$ cat src/rtl/oflow_conflict_resolve_pkg.sv
// Shared types and sizing for the score-board ID conflict resolver.
// The top module and the compare sub-module both import this package.
package oflow_conflict_resolve_pkg;

  localparam int MAX_ROWS_IN_SCORE_BOARD = 8;
  localparam int ROW_LEN                 = 3;
  localparam int SCORE_LEN               = 8;
  localparam int ID_LEN                  = 8;
  localparam int ID_INVALID              = 0;

  typedef enum logic [2:0] {
    IDLE,
    LOAD_I,
    CMP_J,
    WRITE,
    PASS_END,
    DONE
  } cr_state_t;

endpackage

$ cat src/rtl/oflow_cr_compare.sv
// Pairwise ID-collision test between the latched row i and the row j being read.
// Purely combinational; also picks which of the two rows gives up its ID.
module oflow_cr_compare #(
  parameter int SCORE_LEN = oflow_conflict_resolve_pkg::SCORE_LEN,
  parameter int ID_LEN    = oflow_conflict_resolve_pkg::ID_LEN
) (
  input  logic [ID_LEN-1:0]    id_i,
  input  logic [SCORE_LEN-1:0] score_i,
  input  logic [ID_LEN-1:0]    id_j,
  input  logic [SCORE_LEN-1:0] score_j,
  input  logic                 req_i,
  input  logic                 req_j,
  output logic                 conflict,
  output logic                 loser_is_j
);
  import oflow_conflict_resolve_pkg::*;

  // Rows already waiting for a fresh ID no longer compete for their old one.
  assign conflict   = (id_i == id_j) && (id_i != ID_LEN'(ID_INVALID)) && !req_i && !req_j;
  // Higher score is the worse match; on a tie the later row yields.
  assign loser_is_j = !(score_i > score_j);

endmodule

$ cat src/rtl/oflow_conflict_resolve.sv
// Post-fill ID conflict resolver: repeated pairwise passes over the score board,
// flipping losers to their second choice or flagging them for a new ID.
module oflow_conflict_resolve #(
  parameter int MAX_ROWS  = oflow_conflict_resolve_pkg::MAX_ROWS_IN_SCORE_BOARD,
  parameter int ROW_LEN   = oflow_conflict_resolve_pkg::ROW_LEN,
  parameter int SCORE_LEN = oflow_conflict_resolve_pkg::SCORE_LEN,
  parameter int ID_LEN    = oflow_conflict_resolve_pkg::ID_LEN
) (
  input  logic                 clk,
  input  logic                 reset_N,
  input  logic                 ready_new_frame,
  input  logic                 start_cr,
  input  logic [ROW_LEN:0]     num_of_rows,
  output logic [ROW_LEN-1:0]   row_sel_from_cr,
  input  logic [SCORE_LEN-1:0] score_to_cr,
  input  logic [ID_LEN-1:0]    id_to_cr,
  output logic                 write_to_pointer,
  output logic [ROW_LEN-1:0]   row_to_change,
  output logic                 data_from_cr,
  output logic [MAX_ROWS-1:0]  new_id_req,
  output logic                 done_cr,
  output logic                 busy_cr
);
  import oflow_conflict_resolve_pkg::*;

  localparam logic [ROW_LEN:0] ONE = (ROW_LEN+1)'(1);
  localparam logic [ROW_LEN:0] TWO = (ROW_LEN+1)'(2);

  cr_state_t            state, state_nxt;
  logic [ROW_LEN:0]     n_r, n_nxt;
  logic [ROW_LEN-1:0]   i_r, i_nxt, j_r, j_nxt;
  logic [ROW_LEN-1:0]   loser, loser_r;
  logic                 changed_r, changed_nxt;
  logic [MAX_ROWS-1:0]  flipped_r, flipped_nxt, req_nxt;
  logic [SCORE_LEN-1:0] score_i_r;
  logic [ID_LEN-1:0]    id_i_r;
  logic                 conflict, loser_is_j;
  logic                 j_more, i_more;

  oflow_cr_compare #(
    .SCORE_LEN (SCORE_LEN),
    .ID_LEN    (ID_LEN)
  ) u_compare (
    .id_i       (id_i_r),
    .score_i    (score_i_r),
    .id_j       (id_to_cr),
    .score_j    (score_to_cr),
    .req_i      (new_id_req[i_r]),
    .req_j      (new_id_req[j_r]),
    .conflict   (conflict),
    .loser_is_j (loser_is_j)
  );

  assign loser  = loser_is_j ? j_r : i_r;
  assign j_more = {1'b0, j_r} < (n_r - ONE);
  assign i_more = {1'b0, i_r} < (n_r - TWO);

  always_ff @(posedge clk or negedge reset_N) begin
    if (!reset_N) begin
      state      <= IDLE;
      n_r        <= '0;
      i_r        <= '0;
      j_r        <= '0;
      changed_r  <= 1'b0;
      flipped_r  <= '0;
      new_id_req <= '0;
    end else begin
      state      <= state_nxt;
      n_r        <= n_nxt;
      i_r        <= i_nxt;
      j_r        <= j_nxt;
      changed_r  <= changed_nxt;
      flipped_r  <= flipped_nxt;
      new_id_req <= req_nxt;
    end
  end

  // Row-i operands and the loser are plain data; only their capture is state-gated.
  always_ff @(posedge clk) begin
    if (state == LOAD_I) begin
      score_i_r <= score_to_cr;
      id_i_r    <= id_to_cr;
    end
    if (state == CMP_J) begin
      loser_r <= loser;
    end
  end

  always_comb begin
    state_nxt        = state;
    n_nxt            = n_r;
    i_nxt            = i_r;
    j_nxt            = j_r;
    changed_nxt      = changed_r;
    flipped_nxt      = flipped_r;
    req_nxt          = new_id_req;
    row_sel_from_cr  = '0;
    write_to_pointer = 1'b0;
    row_to_change    = '0;
    data_from_cr     = 1'b0;
    done_cr          = 1'b0;
    busy_cr          = (state != IDLE);
    case (state)
      IDLE: begin
        if (start_cr) begin
          n_nxt       = num_of_rows;
          changed_nxt = 1'b0;
          flipped_nxt = '0;
          req_nxt     = '0;
          i_nxt       = '0;
          j_nxt       = ROW_LEN'(1);
          state_nxt   = (num_of_rows <= ONE) ? DONE : LOAD_I;
        end
      end
      LOAD_I: begin
        row_sel_from_cr = i_r;
        state_nxt       = CMP_J;
      end
      CMP_J: begin
        row_sel_from_cr = j_r;
        if (conflict && !flipped_r[loser]) begin
          state_nxt = WRITE;
        end else begin
          if (conflict) begin
            req_nxt[loser] = 1'b1;
            changed_nxt    = 1'b1;
          end
          if (j_more) begin
            j_nxt = j_r + ROW_LEN'(1);
          end else if (i_more) begin
            i_nxt     = i_r + ROW_LEN'(1);
            j_nxt     = i_r + ROW_LEN'(2);
            state_nxt = LOAD_I;
          end else begin
            state_nxt = PASS_END;
          end
        end
      end
      WRITE: begin
        write_to_pointer     = 1'b1;
        row_to_change        = loser_r;
        data_from_cr         = 1'b1;
        flipped_nxt[loser_r] = 1'b1;
        changed_nxt          = 1'b1;
        // Reload row i since it may be the one that just changed its ID.
        if (j_more) begin
          j_nxt     = j_r + ROW_LEN'(1);
          state_nxt = LOAD_I;
        end else if (i_more) begin
          i_nxt     = i_r + ROW_LEN'(1);
          j_nxt     = i_r + ROW_LEN'(2);
          state_nxt = LOAD_I;
        end else begin
          state_nxt = PASS_END;
        end
      end
      PASS_END: begin
        if (changed_r) begin
          changed_nxt = 1'b0;
          i_nxt       = '0;
          j_nxt       = ROW_LEN'(1);
          state_nxt   = LOAD_I;
        end else begin
          state_nxt = DONE;
        end
      end
      DONE: begin
        done_cr   = 1'b1;
        state_nxt = IDLE;
      end
      default: state_nxt = IDLE;
    endcase
    if (ready_new_frame) begin
      state_nxt   = IDLE;
      changed_nxt = 1'b0;
      flipped_nxt = '0;
      req_nxt     = '0;
    end
  end

endmodule

$ cat config.mk
export PLATFORM = sky130hd
export DESIGN_NAME = oflow_conflict_resolve
export DESIGN_NICKNAME = d
export VERILOG_FILES = /design/src/rtl/oflow_conflict_resolve_pkg.sv /design/src/rtl/oflow_cr_compare.sv /design/src/rtl/oflow_conflict_resolve.sv
export SDC_FILE = /design/constraint.sdc
export NUM_CORES = 1
export LEC_CHECK = 0
export ABC_AREA = 1
export CAP_MARGIN = 20
export CORE_MARGIN = 4
export CORE_UTILIZATION = 30
export CTS_BUF_LIST = sky130_fd_sc_hd__clkbuf_4 sky130_fd_sc_hd__clkbuf_8 sky130_fd_sc_hd__clkbuf_16
export DETAILED_ROUTE_END_ITERATION = 12
export PLACE_DENSITY = 0.53
export SLEW_MARGIN = 15
export SYNTH_ARGS = -nofsm -noshare
export SYNTH_HDL_FRONTEND = slang
export SYNTH_SLANG_ARGS = --single-unit
export TNS_END_PERCENT = 20
$ cat constraint.sdc
create_clock -name clk -period 2.1 [get_ports clk]
set_input_delay 0.42 -clock clk [delete_from_list [all_inputs] [get_ports clk]]
set_output_delay 0.42 -clock clk [all_outputs]
set_load 0.01 [all_outputs]
# After elaboration in Yosys (flattened, before gate mapping)
# Cells that the tools add are included.
# W data, S select, Z words.
totals:
  register_bits: 49
  latchBits: 0
  ram_bits: 0
  mem_bits_ro: 0
  output_inout_bits: 18
  word_cells: 110
  memories: 0
op_classes:
  n_addsub: 5
  mul: 0
  div_mod_pow: 0
  n_lt_le_gt_ge: 10
  eq_ne: 13
  shifts: 0
  n_mux: 48
  bitwise_logic: 2
  reduce_logical: 22
ops:
  columns: ["operator", "n"]
  rows:
  - ["$mux W3", 20]
  - ["$mux W8", 5]
  - ["$pmux W8 S2", 2]
  - ["$pmux W3 S4", 2]
  - ["$lt A3 B4 Y1 const B", 4]
  - ["$or A8 B8 Y8", 2]
  - ["$pmux W3 S5", 1]
  - ["$reduce_and A4 Y1", 3]
  - ["$mux W1", 11]
  - ["$bmux W1 S3", 3]
  - ["$ne A3 B3 Y1 const B", 3]
  - ["$reduce_bool A3 Y1", 3]
  - ["$eq A8 B8 Y1", 1]
  - ["$gt A8 B8 Y1", 1]
  - ["$lt A3 B4 Y1", 2]
  - ["$reduce_bool A8 Y1", 1]
  - ["$add A3 B1 Y3 const B", 2]
  - ["$demux W1 S3", 2]
  - ["$eq A3 B2 Y1 const B", 2]
  - ["$eq A3 B3 Y1 const B", 2]
  - ["$ge A3 B1 Y1 const B", 2]
  - ["$logic_and A1 B1 Y1", 6]
  - ["$ne A2 B2 Y1 const B", 3]
  - ["$pmux W3 S2", 1]
  - ["other kinds (12)", 16]

# Logic depth before layout (Yosys ltp)
# Gate-level depths: netlist of the first run.
logic_depth:
  word_depth: 11
  mapped_depth: 21

# Modules after synthesis
# A second synthesis of the first run with hierarchy kept.
unflattened:
  hier_cells: 437
  hier_area_um2: 3275.6
by_module_without_submodules:
  columns: ["module", "instances", "cells_each", "area_per_inst_um2", "seq_area_each_um2"]
  rows:
  - ["oflow_conflict_resolve", 1, 356, 2870.3, 1321.3]
  - ["oflow_cr_compare", 1, 81, 405.4, 0.0]

# Worst setup path after synthesis of the first run
# OpenSTA, ideal clock, no wires.
synth_timing:
  kind: "input -> register"
  from: "in score_to_cr[7]"
  to: "reg new_id_req[5]"
  setup_ns: 0.074
  t_arrival_ns: 2.180
  slack_ns: -0.154
  stages: 17
  path_buffers: 1
  path_cell_list: "inv_1 -> ha_1 -> a21o_1 -> nor2_2 -> nand2_4 -> nand2_4 -> nand2_2 -> nand2_2 -> nand2_1 -> nand3_2 -> nand2_1 -> nor2_2 -> nand3_2 -> nand2_4 -> buf_12 -> nand2_2 -> o21ai_2"
synth_between:
  elab_chain_cells: 11
synth_rtl:
  columns: ["element", "line", "rtl"]
  rows:
  - ["start, declared", "oflow_conflict_resolve.sv:15", "input logic [SCORE_LEN-1:0] score_to_cr,"]
  - ["$gt A8 B8 Y1 *", "oflow_cr_compare.sv:21", "assign loser_is_j = !(score_i > score_j);"]
  - ["$mux W3 *", "oflow_conflict_resolve.sv:54", "assign loser = loser_is_j ? j_r : i_r;"]
  - ["$lt A3 B4 Y1 (not written as such) / $ge A3 B1 Y1 (equally long branches)", "oflow_conflict_resolve.sv:125", "req_nxt[loser] = 1'b1;"]
  - ["$logic_and A1 B1 Y1 (not written as such)", "oflow_conflict_resolve.sv:125", null]
  - ["$mux W1 (not written as such)", "oflow_conflict_resolve.sv:125", null]
  - ["$demux W1 S3", "oflow_conflict_resolve.sv:125", null]
  - ["$or A8 B8 Y8 (no line)", null, null]
  - ["$mux W8", "oflow_conflict_resolve.sv:124", "if (conflict) begin"]
  - ["$mux W8", "oflow_conflict_resolve.sv:121", "if (conflict && !flipped_r[loser]) begin"]
  - ["$pmux W8 S2", "oflow_conflict_resolve.sv:103", "case (state)"]
  - ["$mux W8", "oflow_conflict_resolve.sv:173", "if (ready_new_frame) begin"]
  - ["end signal, assigned", "oflow_conflict_resolve.sv:74", "new_id_req <= req_nxt;"]
  - ["end, declared", "oflow_conflict_resolve.sv:20", "output logic [MAX_ROWS-1:0] new_id_req,"]
# Mark *: on every way between the ends. The rest lies on a longest branch, timed or not. The select of a mux whose other input is x is not followed.
# A chain may end at the register's enable or synchronous reset.

# Worst setup path after layout of the first run
layout_timing:
  from: "reg score_i_r[7]"
  to: "reg new_id_req[1]"
layout_between:
  elab_chain_cells: 11
layout_rtl:
  columns: ["element", "line", "rtl"]
  rows:
  - ["start, declared", "oflow_conflict_resolve.sv:35", "logic [SCORE_LEN-1:0] score_i_r;"]
  - ["start signal, assigned", "oflow_conflict_resolve.sv:81", "score_i_r <= score_to_cr;"]
  - ["$gt A8 B8 Y1 *", "oflow_cr_compare.sv:21", null]
  - ["$mux W3 *", "oflow_conflict_resolve.sv:54", null]
  - ["$lt A3 B4 Y1 (not written as such) / $ge A3 B1 Y1 (equally long branches)", "oflow_conflict_resolve.sv:125", null]
  - ["$logic_and A1 B1 Y1 (not written as such)", "oflow_conflict_resolve.sv:125", null]
  - ["$mux W1 (not written as such)", "oflow_conflict_resolve.sv:125", null]
  - ["$demux W1 S3", "oflow_conflict_resolve.sv:125", null]
  - ["$or A8 B8 Y8 (no line)", null, null]
  - ["$mux W8", "oflow_conflict_resolve.sv:124", null]
  - ["$mux W8", "oflow_conflict_resolve.sv:121", null]
  - ["$pmux W8 S2", "oflow_conflict_resolve.sv:103", null]
  - ["$mux W8", "oflow_conflict_resolve.sv:173", null]
# Marked as above.

==> metrics.md, run 1 <==
| Metric | Value |
|---|---|
| Clock input transition at the sequential cells of the worst setup and hold paths | `70 ps` |
| Clk_lat worst skew | `290 ps` |
| Hold depth | `1` |
| CP Cell Sequence | `ha_4 -> nand2_4 -> nor2_4 -> nand4_4 -> nand2_8 -> nand2_2 -> nand2_4 -> nor2_4 -> nand3_2 -> nand2_2 -> nor2_4 -> nand3_4 -> nand2_8 -> nand2_2 -> o21ai_2` |
| Reg-to-reg setup timing slack | `-300 ps` |
| CP max-delay cell | `edfxtp_1` |
| Worst setup EP type | `register` |
| Cell type with the largest total area after synthesis | `dfrtp_1` |
| RSZ-0062 raised after global routing | `yes` |
| Register area share after synthesis | `38.2%` |
| Initial core utilization | `31.3%` |
| Grt ovf | `0` |
| Fraction of registers with async set or reset after synthesis | `61.2%` |
| Syn Nets | `495` |
| Worst vdd ir | `0.000597 V` |
| Syn Area/Cell | `7.63 um^2` |
| Number of global-route vias before repair | `3446` |
| Max cap viols | `0` |
| Final instance area | `0.00522 mm^2` |
| Post-Route Setup TNS | `-4550 ps` |
| Root Driver | `clkbuf_16` |
| Die area | `0.0133 mm^2` |
| I/O pin count | `42` |
| Reg2reg path depth | `15` |
| Ratio of cells with drive above 1 in the final layout | `34.4%` |
| Antenna diode instance count | `0` |
| Cell variety after synth | `40` |
| Final wirelength | `9970 um` |
| Largest net degree at the start of global routing | `31` |
| Routed Antenna Nets | `0` |
| Relative slew slack | `66.7%` |
| Mapped Cells | `454` |
| Max Transition Viols Final | `0` |
| Hpwl dp | `7660 um` |
| Clock tree buffer depth | `2` |
| Status | `complete, but fails checks` |
| Iteration-0 DRC Markers | `160` |
| PD cells | `1240 mW/mm^2` |
| Synth Cell Area | `0.00346 mm^2` |
| Final setup fails | `18` |
| Hold path endpoint | `score_i_r[6]` |
| Hold Path Origin | `score_to_cr[6]` |
| Worst path max stage delay | `410 ps` |
| Worst Clk Skew | `11.7 ps` |
| CTS tree | `built` |
| Final hold violation count | `0` |
| Residual DRC count | `0` |
| #FFs+latches synth | `49` |
| Min cycle time layout | `2400 ps` |
| FILL cells | `1100` |
| Die H | `115 um` |
| Critical path required time | `2320 ps` |
| LEAKAGE | `2.46 nW` |
| Max FO, Critical Path | `8` |
| GPL Wtd Cong | `0.884` |
| First-pass GRT wire length | `16200 um` |
| Antenna violations before repair | `0` |
| Placeable Area | `0.0111 mm^2` |
| CP Launch Type | `register` |
| DR vias/cell | `4.74` |
| Number of enable flip-flop cells after synthesis | `19` |
| Failing checks | `negative setup slack` |
| Worst-Margin Slew | `496 ps` |
| Reg2reg end | `new_id_req[1]` |
| Synth area leaders | `dfrtp_1 22%, edfxtp_1 16%, nand2_1 12%` |
| # clock sinks | `49` |
| Die X-Extent | `115 um` |
| Ys Warns | `0` |
| Wire per inst | `13.7 um` |
| Worst EP arrival | `2630 ps` |
| Detailed Routing Iterations Pass 1 | `4` |
| Area grow syn2layout | `50.7%` |
| Ys flop type | `dfrtp_1` |
| CTS H-tree depth | `2` |
| Setup slack after layout | `-304 ps` |
| Reg2reg start | `score_i_r[7]` |
| Nets | `627` |
| Placed cell areas | `0.00471 mm^2` |
| Final core occ | `47.1%` |
| Hold Path Class | `in2reg` |
| Yosys top cell area share | `21.7%` |
| Fin crit share | `114%` |
| Total track usage | `15.1%` |
| Setup CP Type | `reg2reg` |
| DR vias | `3443` |
| Num rows | `38` |
| Fmax achieved | `416 MHz` |
| Number of port buffers | `41` |
| TritonCTS Buffers | `5` |
cell families (layout without fill, tap and decap cells):
kind of cell             after synthesis  after routing  synth area share [%]
XOR/XNOR                               7              7                  1.77
adder cells (fa/ha/maj)               17             17                  6.14
AO/OA/AOI/OAI                         66             66                  11.7
buffers and inverters                 76            208                  8.96
flip-flops                            49             49                  38.2
AND/OR/NAND/NOR                      239            240                  33.3
per-layer routing:
| metal | share of wire, % | track usage, % | vias up |
|---|---|---|---|
| met3 | 4.1 | 2.77 | 12 |
| met1 | 47 | 19.9 | 1611 |
| met4 | 1.3 | 2.97 | 0 |
| met5 | 0 | 0 | - |
| met2 | 48 | 26.0 | 62 |
| li1 | - | - | 1758 |
report_power, final:
group	total, mW	switching [mW]	internal, mW
clock	1.06	0.373	0.687
combinational	3.93	2.18	1.75
sequential	1.49	0.200	1.29
synthesized netlist by cell type, types with 2 or more instances:
master	count
o21bai_1	2
a31o_2	3
nor2_2	7
o22ai_1	4
o21ai_2	8
a21oi_1	27
nor3_1	9
nand2_4	4
xnor2_1	3
ha_1	17
nor2_4	3
o21ai_0	13
nand3_1	28
nand3_2	8
or2_2	2
nor2_1	41
nand2_2	10
edfxtp_1	19
buf_4	2
nand4_1	11
inv_2	3
a211oi_1	3
dfrtp_1	30
inv_1	67
nand2_1	110
nor4_1	2
xor2_1	4
and2_1	2
sequential cells by signal (all words and copies together), names as in the netlist:
signal	flops
flipped_r	8
id_i_r	8
new_id_req	8
score_i_r	8
n_r	4
i_r	3
j_r	3
loser_r	3
state	3
changed_r	1
layout make-up:
type / count / area [um^2] / area share (%)
timing repair buffer: 130 / 1050 / 20.2
clock inverter: 3 / 68.8 / 1.32
clock buffer: 5 / 125 / 2.40
multi-input combinational: 330 / 2210 / 42.3
sequential: 49 / 1320 / 25.3
inverter: 70 / 265 / 5.08
tap: 140 / 175 / 3.36
repair_timing:
item | CTS | global route
endpoints found under the setup margin | 27 | 30
hold buffers | 0 | 0
pin swaps | 26 | 8
gates resized for setup | 49 | 23
setup buffers | 10 | 4
gates cloned | 1 | 0
cells in the final DEF, fill, tap and decap left out, drive strengths merged, types with 14 or more instances in the layout:
cell type      instances
clkdlybuf4s50         24
a21oi                 27
nand2                125
ha                    17
dlygate4sd2           14
nand3                 36
nor2                  51
inv                   71
o21ai                 21
edfxtp                19
buf                   89
dfrtp                 30
worst max-delay path by stage:
stage / start / slack, ps / end / cells past startpoint
floorplan: score_i_r[5] / -80 / new_id_req[5] / 17
global placement: score_to_cr[5] / -770 / new_id_req[1] / 17
detailed placement: score_to_cr[5] / -810 / new_id_req[2] / 17
CTS: score_i_r[7] / -290 / new_id_req[1] / 15
global route: score_i_r[7] / -420 / new_id_req[0] / 15
finish: score_i_r[7] / -300 / new_id_req[1] / 15
through the flow:
step                hold WS, ps  total power, mW  instances  worst slack, ps
floorplan                   124             3.56        454            -83.4
global placement            491             4.92        704             -774
detailed placement          487             4.95        704             -814
CTS                         467             6.34        723             -290
global route                468             7.00        727             -421
finish                      469             6.48        727             -304
critical path: cells and delay by family, from the launching register on:
kind / cells / cell delay (ps)
AO/OA/AOI/OAI: 1 / 50
adder cells (fa/ha/maj): 1 / 300
flip-flops: 1 / 410
AND/OR/NAND/NOR: 13 / 1560
Power figures use the tool's default switching activity.
==> run 2: changes to the inputs <==
--- a/config.mk
+++ b/config.mk
@@ -9,7 +9,6 @@
 export CAP_MARGIN = 20
 export CORE_MARGIN = 4
 export CORE_UTILIZATION = 30
-export CTS_BUF_LIST = sky130_fd_sc_hd__clkbuf_4 sky130_fd_sc_hd__clkbuf_8 sky130_fd_sc_hd__clkbuf_16
 export DETAILED_ROUTE_END_ITERATION = 12
 export PLACE_DENSITY = 0.53
 export SLEW_MARGIN = 15
==> results of run 2 <==
Same layout as run 1: the final DEF is identical, and so are final timing and power.
